File: src/rtl/fpu_pkg.sv
// Shared FPU request types and op-code constants for the issue path in front of
// pipelined_fpu.
package fpu_pkg;

    localparam int unsigned FpuDataWidth = 32;

    typedef logic [2:0] fpu_op_t;

    localparam fpu_op_t FpuOpAdd  = 3'd0;
    localparam fpu_op_t FpuOpSub  = 3'd1;
    localparam fpu_op_t FpuOpMul  = 3'd2;
    localparam fpu_op_t FpuOpDiv  = 3'd3;
    localparam fpu_op_t FpuOpSqrt = 3'd4;
    localparam fpu_op_t FpuOpMin  = 3'd5;
    localparam fpu_op_t FpuOpMax  = 3'd6;
    localparam fpu_op_t FpuOpCmp  = 3'd7;

    typedef struct packed {
        fpu_op_t                  op;
        logic [FpuDataWidth-1:0]  operand_a;
        logic [FpuDataWidth-1:0]  operand_b;
    } fpu_request_t;

endpackage

File: src/rtl/fpu_issue_queue_sync_fifo.sv
// Generic show-ahead FIFO: rdata is a combinational read of the head entry.
// Occupancy is held in a separate counter so pointers can wrap freely.
module sync_fifo #(
    parameter int unsigned WIDTH = 8,
    parameter int unsigned DEPTH = 4
) (
    input  logic                         i_clk,
    input  logic                         i_reset,
    input  logic                         i_flush,
    input  logic                         i_push,
    input  logic                         i_pop,
    input  logic [WIDTH-1:0]             i_wdata,
    output logic [WIDTH-1:0]             o_rdata,
    output logic [$clog2(DEPTH+1)-1:0]   o_count
);

    localparam int unsigned PtrW = $clog2(DEPTH);
    localparam int unsigned CntW = $clog2(DEPTH + 1);
    localparam logic [CntW-1:0] CntMax = CntW'(DEPTH);

    logic [WIDTH-1:0] r_mem [DEPTH];
    logic [PtrW-1:0]  r_wr_ptr;
    logic [PtrW-1:0]  r_rd_ptr;
    logic [CntW-1:0]  r_count;
    logic             w_do_push;
    logic             w_do_pop;

    // Guard internally too, so the FIFO stays consistent for any wrapper.
    assign w_do_push = i_push & (r_count != CntMax);
    assign w_do_pop  = i_pop & (r_count != '0);

    always_ff @(posedge i_clk) begin
        if (i_reset || i_flush) begin
            r_wr_ptr <= '0;
            r_rd_ptr <= '0;
            r_count  <= '0;
        end else begin
            if (w_do_push) r_wr_ptr <= r_wr_ptr + PtrW'(1);
            if (w_do_pop)  r_rd_ptr <= r_rd_ptr + PtrW'(1);
            if (w_do_push && !w_do_pop)      r_count <= r_count + CntW'(1);
            else if (!w_do_push && w_do_pop) r_count <= r_count - CntW'(1);
        end
    end

    always_ff @(posedge i_clk) begin
        if (w_do_push) r_mem[r_wr_ptr] <= i_wdata;
    end

    assign o_rdata = r_mem[r_rd_ptr];
    assign o_count = r_count;

endmodule

File: src/rtl/fpu_issue_queue.sv
// In-order request buffer in front of pipelined_fpu; absorbs FPU stall backpressure
// and presents the oldest request show-ahead, zeroed when the queue is empty.
module fpu_issue_queue
    import fpu_pkg::*;
#(
    parameter int unsigned DEPTH      = 4,
    parameter int unsigned DATA_WIDTH = 32
) (
    input  logic                         clk,
    input  logic                         reset,
    input  logic                         flush,
    input  logic                         in_valid,
    output logic                         in_ready,
    input  logic [2:0]                   in_op,
    input  logic [DATA_WIDTH-1:0]        in_operand_a,
    input  logic [DATA_WIDTH-1:0]        in_operand_b,
    output logic                         fpu_start,
    output logic [2:0]                   fpu_op,
    output logic [DATA_WIDTH-1:0]        fpu_operand_a,
    output logic [DATA_WIDTH-1:0]        fpu_operand_b,
    input  logic                         fpu_stall,
    output logic [$clog2(DEPTH+1)-1:0]   count
);

    localparam int unsigned CntW  = $clog2(DEPTH + 1);
    localparam int unsigned EntryW = 3 + 2 * DATA_WIDTH;
    localparam logic [CntW-1:0] CntMax = CntW'(DEPTH);

    logic              w_push;
    logic              w_pop;
    logic              w_nonempty;
    logic [EntryW-1:0] w_wdata;
    logic [EntryW-1:0] w_rdata;
    logic [CntW-1:0]   w_count;
    fpu_op_t           w_head_op;

    assign w_wdata = {in_op, in_operand_a, in_operand_b};

    sync_fifo #(
        .WIDTH (EntryW),
        .DEPTH (DEPTH)
    ) u_fifo (
        .i_clk   (clk),
        .i_reset (reset),
        .i_flush (flush),
        .i_push  (w_push),
        .i_pop   (w_pop),
        .i_wdata (w_wdata),
        .o_rdata (w_rdata),
        .o_count (w_count)
    );

    // No pass-through when full: a same-cycle pop does not reopen in_ready.
    assign w_nonempty = (w_count != '0);
    assign in_ready   = (w_count < CntMax) & ~reset;
    assign w_push     = in_valid & in_ready;
    assign w_pop      = w_nonempty & ~fpu_stall;

    assign w_head_op     = w_rdata[EntryW-1 -: 3];
    assign fpu_start     = w_nonempty;
    assign fpu_op        = w_nonempty ? w_head_op : '0;
    assign fpu_operand_a = w_nonempty ? w_rdata[2*DATA_WIDTH-1 -: DATA_WIDTH] : '0;
    assign fpu_operand_b = w_nonempty ? w_rdata[DATA_WIDTH-1:0] : '0;
    assign count         = w_count;

    a_count_in_range: assert property (@(posedge clk) disable iff (reset)
        w_count <= CntMax);

    a_no_push_when_full: assert property (@(posedge clk) disable iff (reset)
        w_push |-> (w_count < CntMax));

    a_head_stable_on_stall: assert property (@(posedge clk) disable iff (reset)
        (fpu_start && fpu_stall && !flush && !reset) |=>
            $stable({fpu_op, fpu_operand_a, fpu_operand_b}));

endmodule

File: config.mk
export PLATFORM = sky130hd
export DESIGN_NAME = fpu_issue_queue
export DESIGN_NICKNAME = d
export VERILOG_FILES = /design/src/rtl/fpu_pkg.sv /design/src/rtl/fpu_issue_queue_sync_fifo.sv /design/src/rtl/fpu_issue_queue.sv
export SDC_FILE = /design/constraint.sdc
export NUM_CORES = 1
export LEC_CHECK = 0
export CAP_MARGIN = 20
export CORE_MARGIN = 2
export CORE_UTILIZATION = 50
export CTS_BUF_LIST = sky130_fd_sc_hd__clkbuf_2 sky130_fd_sc_hd__clkbuf_4 sky130_fd_sc_hd__clkbuf_8
export DETAILED_ROUTE_END_ITERATION = 7
export PLACE_DENSITY = 0.77
export SYNTH_ARGS = -nofsm -noshare
export SYNTH_HDL_FRONTEND = slang
export SYNTH_SLANG_ARGS = --single-unit
export TNS_END_PERCENT = 50
File: constraint.sdc
create_clock -name clk -period 3.3 [get_ports clk]
set_clock_uncertainty 0.15 [all_clocks]
set_input_delay 0.66 -clock clk [delete_from_list [all_inputs] [get_ports clk]]
set_output_delay 0.66 -clock clk [all_outputs]
set_load 0.005 [all_outputs]
[Word level (Yosys, flattened, before mapping)]
Memory sizes are Yosys's and may differ from the RTL's. A register that Yosys moved wholly into a read port is not among the register bits.
Index checks and enable logic that the tools add are counted.
Word-level totals
  bits in registers: 7
  RAM bits: 268
  bits of input ports: 72
  output and inout port bits: 72
  word-level logic and storage cells: 33
  memories kept: 1
Memories
  u_fifo.r_mem: depth 4, width 67, rd ports 1, clocked after Yosys merged registers in 1, write ports 1, RTL line fpu_issue_queue_sync_fifo.sv:21  | logic [WIDTH-1:0] r_mem [DEPTH];
Operators by class
  $add $sub $neg: 4
  $lt $le $gt $ge: 1
  equal/unequal tests: 1
  mux-type cells: 9
  bitwise gates (word level): 7
  reduce and logical (&&, ||, !) cells: 7
Operators with widths (number)
  2-to-1 mux 32 bit: 2
  2-to-1 mux 3 bit: 3
  AND 1 bit: 5
  adder 2 x 1 -> 2 bit, second input constant: 2
  2-to-1 mux 2 bit: 2
  adder 3 x 1 -> 3 bit, second input constant: 1
  < comparator 3 bit, second input constant: 1
  != test 3 bit, second input constant: 1
  nonzero test 3 bit: 1
  subtractor 3 x 1 -> 3 bit, second input constant: 1
  logical AND 1 bit: 2
  logical NOT 1 bit: 2
  2-to-1 mux 1 bit: 2
  inverter 1 bit: 2
  nonzero test 2 bit: 1
  logical OR 1 bit: 1

[Depth between registers and ports, before layout]
  depth after elaboration: 8
  gate-level depth with buffers: 10
  mapped depth without buffers: 9

[By module]
A second synthesis with hierarchy kept.
Unflattened totals
  cell total of the unflattened synthesis: 477
  area total of the unflattened synthesis: 10655.2 um^2
Modules (own cells, without submodules)
  sync_fifo: times used 1, cells each 398, area an instance 10142.2 um^2, seq. area each 8227.9 um^2
  fpu_issue_queue: times used 1, cells each 79, area an instance 513.0 um^2, seq. area each 0.0 um^2

[Least setup slack after synthesis]
Ideal clock, no wire load.
  path kind: input -> register
  from: input reset
  to: memory u_fifo.r_mem[1][0] (netlist bit), enable pin
  library setup time: 432 ps
  arrival time: 2628 ps
  required time: 2718 ps
  path slack: 90 ps
  stages on the path: 2
  buffers on the path: 0
  cell sequence: nor3b_2 > and2_1
On the way
  longest elaborated chain between the ends: 6
Ends and longest elaborated chain
  start: declaration: RTL line fpu_issue_queue.sv:10  | input logic reset,
  inverter 1 bit: RTL line fpu_issue_queue.sv:55  | assign in_ready = (w_count < CntMax) & ~reset;
  AND 1 bit: RTL line fpu_issue_queue.sv:55
  AND 1 bit: RTL line fpu_issue_queue.sv:56  | assign w_push = in_valid & in_ready;
  AND 1 bit: RTL line fpu_issue_queue_sync_fifo.sv:29  | assign w_do_push = i_push & (r_count != CntMax);
  2-to-1 mux 1 bit: RTL line fpu_issue_queue_sync_fifo.sv:46  | if (w_do_push) r_mem[r_wr_ptr] <= i_wdata;
  2-to-1 mux 1 bit (not written as such): RTL line fpu_issue_queue_sync_fifo.sv:46
  end: declaration: RTL line fpu_issue_queue_sync_fifo.sv:21
No other way between the ends.

==> metrics.csv <==
metric,value,unit
status,completed,
DRT Wirelength,18900,um
syn avg cell area,22.4,um^2
RSZ-0062 raised after global routing,yes,
CP max stage delay,0.54,ns
CP Class,reg2out,
Die W,150,um
Pwr Density,547,mW/mm^2
crit path launch type,flop,
global route overflow,0,
"antenna viol nets, final",0,
DIE AREA,0.0224,mm^2
hpwl dp,10900,um
relative max-transition margin,0.705,
Worst Path Buf+Inv,2,
post-synthesis cell area,0.0106,mm^2
first-pass GRT wire length,29500,um
Post-Syn Instances,473,
VDD IR max,0.270,mV
total negative setup slack,0,ns
Clock Latency Late Sink,0.52,ns
Tot GR Track Use,0.175,
DRC Markers,0,
Reg area,0.00824,mm^2
uppermost routed layer,met4,
"commonest cells after routing, fill and taps aside","edfxtp_1, clkdlybuf4s50_1, mux4_2, and2_1, clkbuf_8",
yosys warns,0,
period utilisation layout,0.968,
# nets final,732,
number of H-tree levels,2,
Clock Sinks,277,
"Core Util, Final",0.637,
Fin. Hold Viols,0,
min Tclk post-route,3.19,ns
MaxCap Viol Count,0,
Worst Tran Pin Value,0.443,ns
core area,0.0210,mm^2
met2 wire len,10000,um
critical path peak fanout,28,
largest net degree at the start of global routing,68,
dpl ws,0.400,ns
layout cell share with drive strength beyond 1,0.237,
Initial Util,0.506,
Crit path max-delay family,buffers and inverters,
vias per cell,5.25,
Post-Route M1 WL,7460,um
fillers,1440,
CP endpoint kind,output port,
Initial DRC Count,290,
clock-pin slew on the worst setup and hold paths,0.06,ns
gp weighted congestion,0.685,
worst setup margin,0.106,ns
port buffer count,143,
CP cell instances,buf_12 > mux4_2 > and2_1 > clkdlybuf4s50_1,
row count,53,
P_leak,4.27,nW
CTS tree,yes,
Worst Path Arrival,2.38,ns
number of buffers created by CTS,44,
Vias,5036,
Die H,150,um
Layout area overhead,25.8,%
initial antenna violation count,1,
Worst Path Required,2.49,ns
"commonest non-fill, non-tap cell in the layout",edfxtp_1,
first-pass detailed-route iteration total,4,
max-slew violations,0,
fmax,313,MHz
vias in the first global route,5540,
footprint of the multi-input gates,0.00221,mm^2
Root Buffer,clkbuf_8,
Ports,144,
Setup Viol. Count Final,0,
highest-delay cell along the critical path,mux4_2,
Wirelength per Cell,19.7,um
"Seq/Total Area, Yosys",0.775,
#FFs+latches synth,277,
total design power,0.00730,W
net count after synthesis,551,
cts-stage hold buffer count,0,
DR WL met3,1000,um
maximum clock path buffer count,3,
Yosys cell types,25,
Hold WC Path Type,reg2reg,
worst min-delay path: cells and delay by family (launching register included):
| kind | cells | cell delay [ns] |
|---|---|---|
| compound gates | 2 | 0.18 |
| flops | 1 | 0.31 |
synthesized netlist by cell type:
library cell / number / area (um^2)
and2_1: 71 / 444
nand2b_1: 1 / 6.26
mux2i_1: 2 / 20.0
or2b_1: 1 / 7.51
a21oi_1: 4 / 20.0
buf_2: 4 / 20.0
buf_4: 3 / 22.5
or3_1: 3 / 18.8
ha_1: 5 / 62.6
xor2_1: 2 / 17.5
nor3_1: 1 / 5.00
or2_2: 1 / 6.26
xnor2_1: 1 / 8.76
fa_1: 1 / 20.0
clkbuf_1: 8 / 30.0
mux4_2: 67 / 1510
edfxtp_1: 268 / 8050
buf_6: 1 / 11.3
buf_12: 4 / 80.1
o21ai_0: 3 / 15.0
buf_1: 3 / 11.3
nor3b_2: 1 / 12.5
nor2_1: 5 / 18.8
inv_1: 4 / 15.0
dfxtp_1: 9 / 180
path summary, 6_finish.rpt:
| path | cells past startpoint | slack, ns | from | to |
|---|---|---|---|---|
| setup / recovery | 4 | 0.11 | flop | fpu_operand_a[1] |
| hold / removal | 2 | 0.39 | u_fifo.r_rd_ptr[1] | flop |
| setup reg to reg | 9 | 0.74 | u_fifo.o_count[2] | u_fifo.o_count[2] |
| hold reg to reg | 2 | 0.39 | u_fifo.r_rd_ptr[1] | flop |
sequential cells by signal, indices dropped and copies added (netlist names), named ones only:
register	cells
u_fifo.r_mem	268
u_fifo.r_wr_ptr	2
u_fifo.r_rd_ptr	2
u_fifo.o_count	3
final cells by class:
type / instances / area share
sequential: 277 / 0.617
multi-input combinational: 169 / 0.166
timing repair buffer: 158 / 0.127
clock buffer: 66 / 0.0601
tap: 275 / 0.0258
clock inverter: 9 / 0.00291
inverter: 4 / 0.00131
antenna: 1 / 0.000188
power breakdown:
group,total [W],switching [W],internal (W)
registers,0.00394,0.0000200,0.00392
clock network,0.00273,0.00119,0.00154
logic,0.000630,0.000250,0.000381
total,0.00730,0.00146,0.00584
repair_timing:
| item | CTS | global route |
|---|---|---|
| gates resized for setup | 3 | 1 |
| buffers inserted | 3 | 0 |
| setup endpoints to repair | 67 | 54 |
| cloned | 1 | 0 |
through the flow:
stage	instance area [um^2]	hold slack, ns	instances
final	13300	0.388	959
after global routing	13300	0.440	959
after CTS	13300	0.389	958
after detailed placement	12400	0.362	879
after global placement	12400	0.323	879
after floorplan	10600	0.309	473
cell families after synthesis:
family,share of synthesized area
AO/OA/AOI/OAI,0.00330
AND/OR/NAND/NOR,0.0489
XOR/XNOR,0.00248
flip-flops,0.775
buffers and inverters,0.0179
adder cells (fa/ha/maj),0.00778
multiplexers,0.144
layer usage:
layer  global-route usage  up-vias
li1                     -     2292
met1                0.222     2574
met2                0.303      133
met3               0.0326       37
met4               0.0660        0
met5                    0        -
Note: power is estimated with default switching activity, not from simulation.
